### src/rtl/ram_sdp_init.sv
// ============================================================================
// Module   : ram_sdp_init
// Brief    : Simple-dual-port RAM with registered read, write-first bypass and
//            a hardware init sequencer. Optional boot image: RAM_BOOT_IMAGE_EN.
// Revision : 1.0
// ============================================================================
`default_nettype none

module ram_sdp_init #(
  parameter int          DATA_W = 8,
  parameter int          ADDR_W = 8,
  parameter int unsigned FILL   = 0
) (
  input  logic              clk,
  input  logic              rst_n,
  input  logic              init_req,
  output logic              ready,
  input  logic              we,
  input  logic [ADDR_W-1:0] w_addr,
  input  logic [DATA_W-1:0] w_data,
  input  logic              re,
  input  logic [ADDR_W-1:0] r_addr,
  output logic [DATA_W-1:0] r_data,
  output logic              r_valid
);

  localparam int                c_depth = 2 ** ADDR_W;
  localparam logic [ADDR_W-1:0] c_last  = {ADDR_W{1'b1}};
  localparam logic [DATA_W-1:0] c_fill  = DATA_W'(FILL);

`ifdef RAM_BOOT_IMAGE_EN
  // Tiny boot loop for the core: inc r0 / jnc 0 / mvi 0 / jmp 0.
  localparam logic [DATA_W-1:0] c_boot0 = DATA_W'(8'h60);
  localparam logic [DATA_W-1:0] c_boot1 = DATA_W'(8'h80);
  localparam logic [DATA_W-1:0] c_boot2 = DATA_W'(8'hA0);
  localparam logic [DATA_W-1:0] c_boot3 = DATA_W'(8'h90);
`endif

  typedef enum logic [0:0] {
    S_INIT  = 1'b0,
    S_READY = 1'b1
  } state_t;

  state_t              r_state;
  state_t              w_state_nxt;
  logic [ADDR_W-1:0]   r_init_cnt;
  logic [ADDR_W-1:0]   w_init_cnt_nxt;

  logic                w_mem_we;
  logic [ADDR_W-1:0]   w_mem_addr;
  logic [DATA_W-1:0]   w_mem_wdata;
  logic                w_rd_en;
  logic                w_collide;

  logic [DATA_W-1:0]   r_mem [c_depth];

  function automatic logic [DATA_W-1:0] f_image(input logic [ADDR_W-1:0] a);
    f_image = c_fill;
`ifdef RAM_BOOT_IMAGE_EN
    case (int'(a))
      0:       f_image = c_boot0;
      1:       f_image = c_boot1;
      2:       f_image = c_boot2;
      3:       f_image = c_boot3;
      default: f_image = c_fill;
    endcase
`endif
  endfunction

  always_ff @(posedge clk or negedge rst_n) begin
    if (!rst_n) begin
      r_state    <= S_INIT;
      r_init_cnt <= '0;
    end else begin
      r_state    <= w_state_nxt;
      r_init_cnt <= w_init_cnt_nxt;
    end
  end

  // The single array write port is shared between the fill and user writes.
  always_comb begin
    w_state_nxt    = r_state;
    w_init_cnt_nxt = r_init_cnt;
    w_mem_we       = 1'b0;
    w_mem_addr     = w_addr;
    w_mem_wdata    = w_data;
    w_rd_en        = 1'b0;
    case (r_state)
      S_INIT: begin
        w_mem_we    = 1'b1;
        w_mem_addr  = r_init_cnt;
        w_mem_wdata = f_image(r_init_cnt);
        if (r_init_cnt == c_last) begin
          w_state_nxt    = S_READY;
          w_init_cnt_nxt = '0;
        end else begin
          w_init_cnt_nxt = r_init_cnt + 1'b1;
        end
      end
      S_READY: begin
        if (init_req) begin
          w_state_nxt    = S_INIT;
          w_init_cnt_nxt = '0;
        end else begin
          w_mem_we = we;
          w_rd_en  = re;
        end
      end
      default: begin
        w_state_nxt    = S_INIT;
        w_init_cnt_nxt = '0;
      end
    endcase
  end

  assign w_collide = we && (w_addr == r_addr);
  assign ready     = (r_state == S_READY);

  always_ff @(posedge clk) begin
    if (w_mem_we) begin
      r_mem[w_mem_addr] <= w_mem_wdata;
    end
  end

  always_ff @(posedge clk or negedge rst_n) begin
    if (!rst_n) begin
      r_valid <= 1'b0;
      r_data  <= '0;
    end else begin
      r_valid <= w_rd_en;
      if (w_rd_en) begin
        r_data <= w_collide ? w_data : r_mem[r_addr];
      end
    end
  end

endmodule

`default_nettype wire

### config.mk
export PLATFORM = sky130hd
export DESIGN_NAME = ram_sdp_init
export DESIGN_NICKNAME = d
export VERILOG_FILES = /design/src/rtl/ram_sdp_init.sv
export SDC_FILE = /design/constraint.sdc
export NUM_CORES = 2
export LEC_CHECK = 0
export ABC_CLOCK_PERIOD_IN_PS = 7300
export CELL_PAD_IN_SITES_DETAIL_PLACEMENT = 1
export CELL_PAD_IN_SITES_GLOBAL_PLACEMENT = 1
export CORE_ASPECT_RATIO = 2
export CORE_UTILIZATION = 56
export DETAILED_ROUTE_END_ITERATION = 16
export PLACE_DENSITY_LB_ADDON = 0.1
export RECOVER_POWER = 100
export SYNTH_ARGS = -nofsm -noshare
export SYNTH_HDL_FRONTEND = slang
export SYNTH_SLANG_ARGS = --single-unit
export TNS_END_PERCENT = 100
### constraint.sdc
create_clock -name clk -period 7.3 [get_ports clk]
set_clock_uncertainty 0.2 [all_clocks]
set_input_delay 1.095 -clock clk [delete_from_list [all_inputs] [get_ports clk]]
set_output_delay 1.095 -clock clk [all_outputs]
set_load 0.01 [all_outputs]
Word level (Yosys, flattened, before mapping)
Memory sizes are Yosys's and may differ from the RTL's. A register that Yosys moved wholly into a read port is not among the register bits.
Cells that the tools add are included.
{"block": "word_totals", "regBits": 10, "ram_bits": 2048, "input_bits": 29, "n_memories": 1}
{"block": "classes", "addsub": 1, "n_eq_ne": 2, "muxes": 14, "n_bitwise": 1, "n_reduce_logical": 1}
{"name": "r_mem", "depth": 256, "width": 8, "read_ports": 1, "rd_clocked_by_memory_dff": 1, "write_ports": 1, "line": "55", "text": "logic [DATA_W-1:0] r_mem [c_depth];"}
{"cell": "8-bit two-way mux", "n": 4}
{"cell": "8-bit one-hot mux with 2 select lines", "n": 1}
{"cell": "8-bit by 1-bit adder with 8-bit output, second input constant", "n": 1}
{"cell": "8-bit == test, second input constant", "n": 1}
{"cell": "1-bit two-way mux", "n": 7}
{"cell": "1-bit one-hot mux with 2 select lines", "n": 2}
{"cell": "2-bit != test, second input constant", "n": 1}
{"cell": "1-bit zero test", "n": 1}
{"cell": "1-bit NOT", "n": 1}

Logic depth before layout (Yosys ltp)
{"block": "logic_depth", "ltp_word": 4, "depth_mapped": 13, "ltp_nobuf": 7}

Worst setup path after synthesis
No wires, ideal clock.
{"block": "synth_path", "path_type": "register to register", "from": "reg r_state (netlist: ready)", "to": "mem r_mem[0][2], data pin", "setup_ps": 773, "arrival_ps": 4386, "t_required_ps": 6327, "path_slack_ps": 1941, "path_stages_with_launch": 8, "path_buffers": 5, "synth_period_minus_slack_ps": 5359, "path_cell_list": "dfrtp_1 buf_2 buf_2 clkbuf_1 buf_2 clkbuf_1 nand2_1 inv_1"}
{"block": "synth_via", "elab_chain_cells": 1}
{"element": "start: declaration", "line": "44", "text": "state_t r_state;"}
{"element": "start signal: assignment", "line": "75", "text": "r_state <= w_state_nxt;"}
{"element": "8-bit two-way mux", "line": "88", "text": "case (r_state)"}
{"element": "net w_mem_wdata[2]", "line": "51", "text": "logic [DATA_W-1:0] w_mem_wdata;"}
{"element": "end: declaration", "line": "55"}
The timed path passes the listed nets, and every way through them passes these cells.

Worst setup path in the final report
{"block": "layout_path", "from": "reg r_state (netlist: ready)", "to": "mem r_mem[213][5], enable pin"}
{"block": "layout_via", "elab_chain_cells": 4, "word_cells_on_any_way": 5, "cone_classes": "mux (4); bitwise (1)"}
{"element": "1-bit NOT"}
{"element": "1-bit one-hot mux with 2 select lines", "line": "88"}
{"element": "1-bit two-way mux", "line": "120", "text": "if (w_mem_we) begin"}
{"element": "1-bit two-way mux (implied by the code)", "line": "121", "text": "r_mem[w_mem_addr] <= w_mem_wdata;"}
Several ways; a longest one is shown, not always the timed one.

==> results.md <==
- Hold Path Depth: 2
- Static Leak: between 20 and 30 nW
- Violations in the final reports: capacitance limit, slew limit
- Hpwl dp: 143900 um
- Min Tclk post-route: 5.842 ns
- Capture instance of the worst register-to-register path: r_mem[213][5]$_DFFE_PP_
- Most used standard cell by instance count after synthesis: sky130_fd_sc_hd__edfxtp_1
- Mean number of vias per cell: approximately 6.7
- Clock H-tree levels: 4
- Placeable Area: ~140000 um^2
- Flop and latch count out of synthesis: between 2000 and 2500
- EDFF count, synth: 2048
- Number of setup buffers added after CTS: 0
- Wire length per cell: ~37 um
- Switching Power: 0.005934 W
- Fill cell count: about 12000
- Pint: roughly 0.019 W
- Startpoint-to-endpoint class of the critical path: flip-flop to flip-flop
- Vias in the first global route: between 40000 and 50000
- Area Growth Syn to Fin: 9.648%
- Sum of negative setup slack: 0 ns
- Critical Path End Type: flip-flop
- # clock sinks: around 2100
- Synth cell count leaders: 2048 x sky130_fd_sc_hd__edfxtp_1, 504 x sky130_fd_sc_hd__mux4_2, 279 x sky130_fd_sc_hd__nor2_1
- Total number of nets in the final design: 3920
- Cell Rows: 196
- Count of cells resized by post-cts repair: 0
- Clk Latency, worst-skew pair: 0.83 ns
- Chain of cells forming the critical path: clkbuf_1 > nand2_1 > o32ai_1 > buf_4 > nand3_1 > nor2_1
- CP Data Arrival Time: just over 6 ns
- Wire length of the first global-routing pass: 313100 um
- RD Place Congestion: about 0.95
- Origin of the critical flop-to-flop path: ready$_DFF_PN0_
- Number of antenna violations at the first check in global routing: 3
- Cell taking the most area after synthesis: sky130_fd_sc_hd__edfxtp_1
- Cts bufs inserted: about 180
- Maximum buffer depth of the clock tree: 4
- X dimension of the die: approximately 270 um
- Clk network pwr share: 0.376
- Slew at the pin closest to its max-slew limit: ~3.8 ns
- Gr ovfl total: 0
- Count of unique library cells instantiated by Yosys: 62
- Wire length reported by the detailed router: roughly 220000 um
- Clock tree from TritonCTS: done
- GRT Total Usage: 0.3075
- Highest-delay cell along the critical path: sky130_fd_sc_hd__clkbuf_1
- FMAX: 171.2 MHz
- Pwr dens: roughly 280 nW/um^2
- Initial detailed-routing violation count: between 3000 and 4000
- Number of hold violations in the final report: 0
- Gate count after technology mapping: between 3000 and 4000
- Remaining antenna violation count after routing: 0
- Layout cell share with drive strength beyond 1: 0.2109
- Fraction of registers with async set/reset: 0.008712
- Global routing met1 resource utilization: 0.3579
- Met3 Use GR: 0.03896
- Full die area: 145700 um^2
- Proportion of netlist area held by the largest area contributor: 0.7623
- Final max-slew violation count: 1055
- Post-synthesis average cell area: 21.15 um^2
- Number of optimization iterations in the first detailed-route pass: 7
- Number of top-level design ports: 39
- Max-cap violations: 17
- Die span in y: 538.8 um
- Count of endpoints failing setup in the final report: 0
- Setup repair after global routing missed its margin: no
- Portion of the clock cycle consumed by the worst path in the final layout: 0.8003
- Register area share after synthesis: 0.7679
- Peak supply drop: roughly 0.23 mV
- YS warnings: 0
- R2r setup slk: roughly 1.5 ns
- Via count: roughly 39000
- IO Port Bufs: 38
- Max incr delay on CP: about 1.3 ns
- Starting Density: 0.5652
- Worst Hold Launch: r_init_cnt[4]$_DFFE_PN0P_
- Worst R2R Path Depth: 6
- Crit path max-delay family: simple AND/OR/NAND/NOR gates
- End point of the most critical hold path: r_init_cnt[4]$_DFFE_PN0P_
- Clock slew at reported path FFs: about 0.080 ns
- Required @ worst endpoint: roughly 7.5 ns
- Top FF cell, synth: sky130_fd_sc_hd__edfxtp_1
- Sw frac: 0.2366
- Hold buffer count at cts: 0
- Biggest fanout along the worst timing path: 39
- Clock root buffer: sky130_fd_sc_hd__clkbuf_16
- Largest net degree at the start of global routing: roughly 170
- Combined area of all synthesized cells: 80670 um^2
- Flop pwr share: 0.536
- Relative contribution of combinational cells to total power: 0.087
- Relative slew slack: -1.512
- CP startpoint kind: flip-flop
- Met2 track demand over resource in global routing: 0.5436
- PnR Total Power: 0.02509 W
- Type of the worst min-delay path: flip-flop to flip-flop
- Number of remaining DRC errors: 0
- Global-route layer with the greatest usage: met2
- Buf/Inv on CP: 2
- Leading post-synthesis cells by cell area: sky130_fd_sc_hd__edfxtp_1 76%, sky130_fd_sc_hd__mux4_2 14%, sky130_fd_sc_hd__mux2i_1 1.3%, sky130_fd_sc_hd__nor2_1 1.3%, sky130_fd_sc_hd__a22oi_1 0.71%
- Net count of the mapped netlist: just under 4000
- Run status: finished, violations left
routing by layer:
metal	vias up	share of wire
li1	15980	-
met1	21200	0.34
met2	1713	0.53
met3	488	0.059
met4	2	0.070
met5	-	0.000059
layout by cell type (no fill, tap or decap), types with 37 or more instances in the layout:
cell type                   netlist  routed
sky130_fd_sc_hd__edfxtp_1      2048    2048
sky130_fd_sc_hd__mux4_2         504     504
sky130_fd_sc_hd__nor2_1         279     279
sky130_fd_sc_hd__clkbuf_16        0     184
sky130_fd_sc_hd__nand2_1        112     112
sky130_fd_sc_hd__mux2i_1        105     105
sky130_fd_sc_hd__a22oi_1         76      76
sky130_fd_sc_hd__clkbuf_1        76      59
sky130_fd_sc_hd__o22ai_1         52      52
sky130_fd_sc_hd__buf_4           48      51
sky130_fd_sc_hd__a21oi_1         45      45
sky130_fd_sc_hd__nand3_1         39      37
worst max-delay path by stage:
| stage | startpoint | to | cells past startpoint |
|---|---|---|---|
| floorplan | ready$_DFF_PN0_ | r_mem[0][2]$_DFFE_PP_ | 7 |
| global placement | r_addr[2] | r_data[6]$_DFFE_PN0P_ | 9 |
| detailed placement | r_addr[2] | r_data[6]$_DFFE_PN0P_ | 9 |
| CTS | ready$_DFF_PN0_ | r_mem[253][1]$_DFFE_PP_ | 6 |
| global route | w_data[7] | r_mem[176][7]$_DFFE_PP_ | 4 |
| finish | ready$_DFF_PN0_ | r_mem[213][5]$_DFFE_PP_ | 6 |
area by class of cell:
cell class / count / area (um^2) / share of cell area
Sequential cell: 2066 / 61950 / 0.7003
Multi-Input combinational cell: 1498 / 17330 / 0.1959
Clock buffer: 219 / 4736 / 0.05354
Tap cell: 1881 / 2354 / 0.02661
Timing Repair Buffer: 121 / 1018 / 0.01151
Clock inverter: 88 / 914.6 / 0.01034
Inverter: 25 / 145.1 / 0.001641
Antenna cell: 4 / 10.01 / 0.0001132
flip-flops by register name, summed over array words and instances (netlist names):
signal / count
r_mem: 2048
r_data: 8
r_init_cnt: 8
r_valid: 1
ready: 1
stage by stage:
step	util	instances	hold WS, ns	worst slack (ns)	area (um^2)
floorplan	-	3814	0.3116	1.941	80670
global placement	0.5810	5591	0.3479	2.172	82930
detailed placement	0.5810	5591	0.3947	2.071	82930
CTS	0.6206	5898	0.4121	2.803	88580
global route	0.6197	5899	0.4875	1.327	88450
finish	0.6198	5902	0.4133	1.458	88460
kinds of logic (layout without fill, tap and decap cells):
kind of cell,Yosys count,after routing,synth area share
AND/OR/NAND/NOR,546,546,0.02945
adder cells (fa/ha/maj),1,1,0.0001551
XOR/XNOR,12,12,0.001303
AO/OA/AOI/OAI,316,316,0.02812
buffers and inverters,250,453,0.01740
other,0,4,0
flip-flops,2066,2066,0.7679
multiplexers,623,623,0.1557
power groups by stage:
stage / sequential [W] / clock (W) / combinational, W
2_1_floorplan: 0.0136 / 0 / 0.00117
3_3_place_gp: 0.0137 / 0 / 0.00213
3_5_place_dp: 0.0137 / 0 / 0.00219
4_1_cts: 0.0134 / 0.00954 / 0.00220
5_1_grt: 0.0135 / 0.00986 / 0.00224
6_report: 0.0135 / 0.00944 / 0.00219
worst register-to-register path, stage by stage (launching register included):
cell,delay (ns)
sky130_fd_sc_hd__dfrtp_1,0.56
sky130_fd_sc_hd__clkbuf_1,1.33
sky130_fd_sc_hd__nand2_1,0.28
sky130_fd_sc_hd__o32ai_1,0.26
sky130_fd_sc_hd__buf_4,0.29
sky130_fd_sc_hd__nand3_1,1.25
sky130_fd_sc_hd__nor2_1,1.28
No activity file was read; power rests on OpenSTA's default activity.
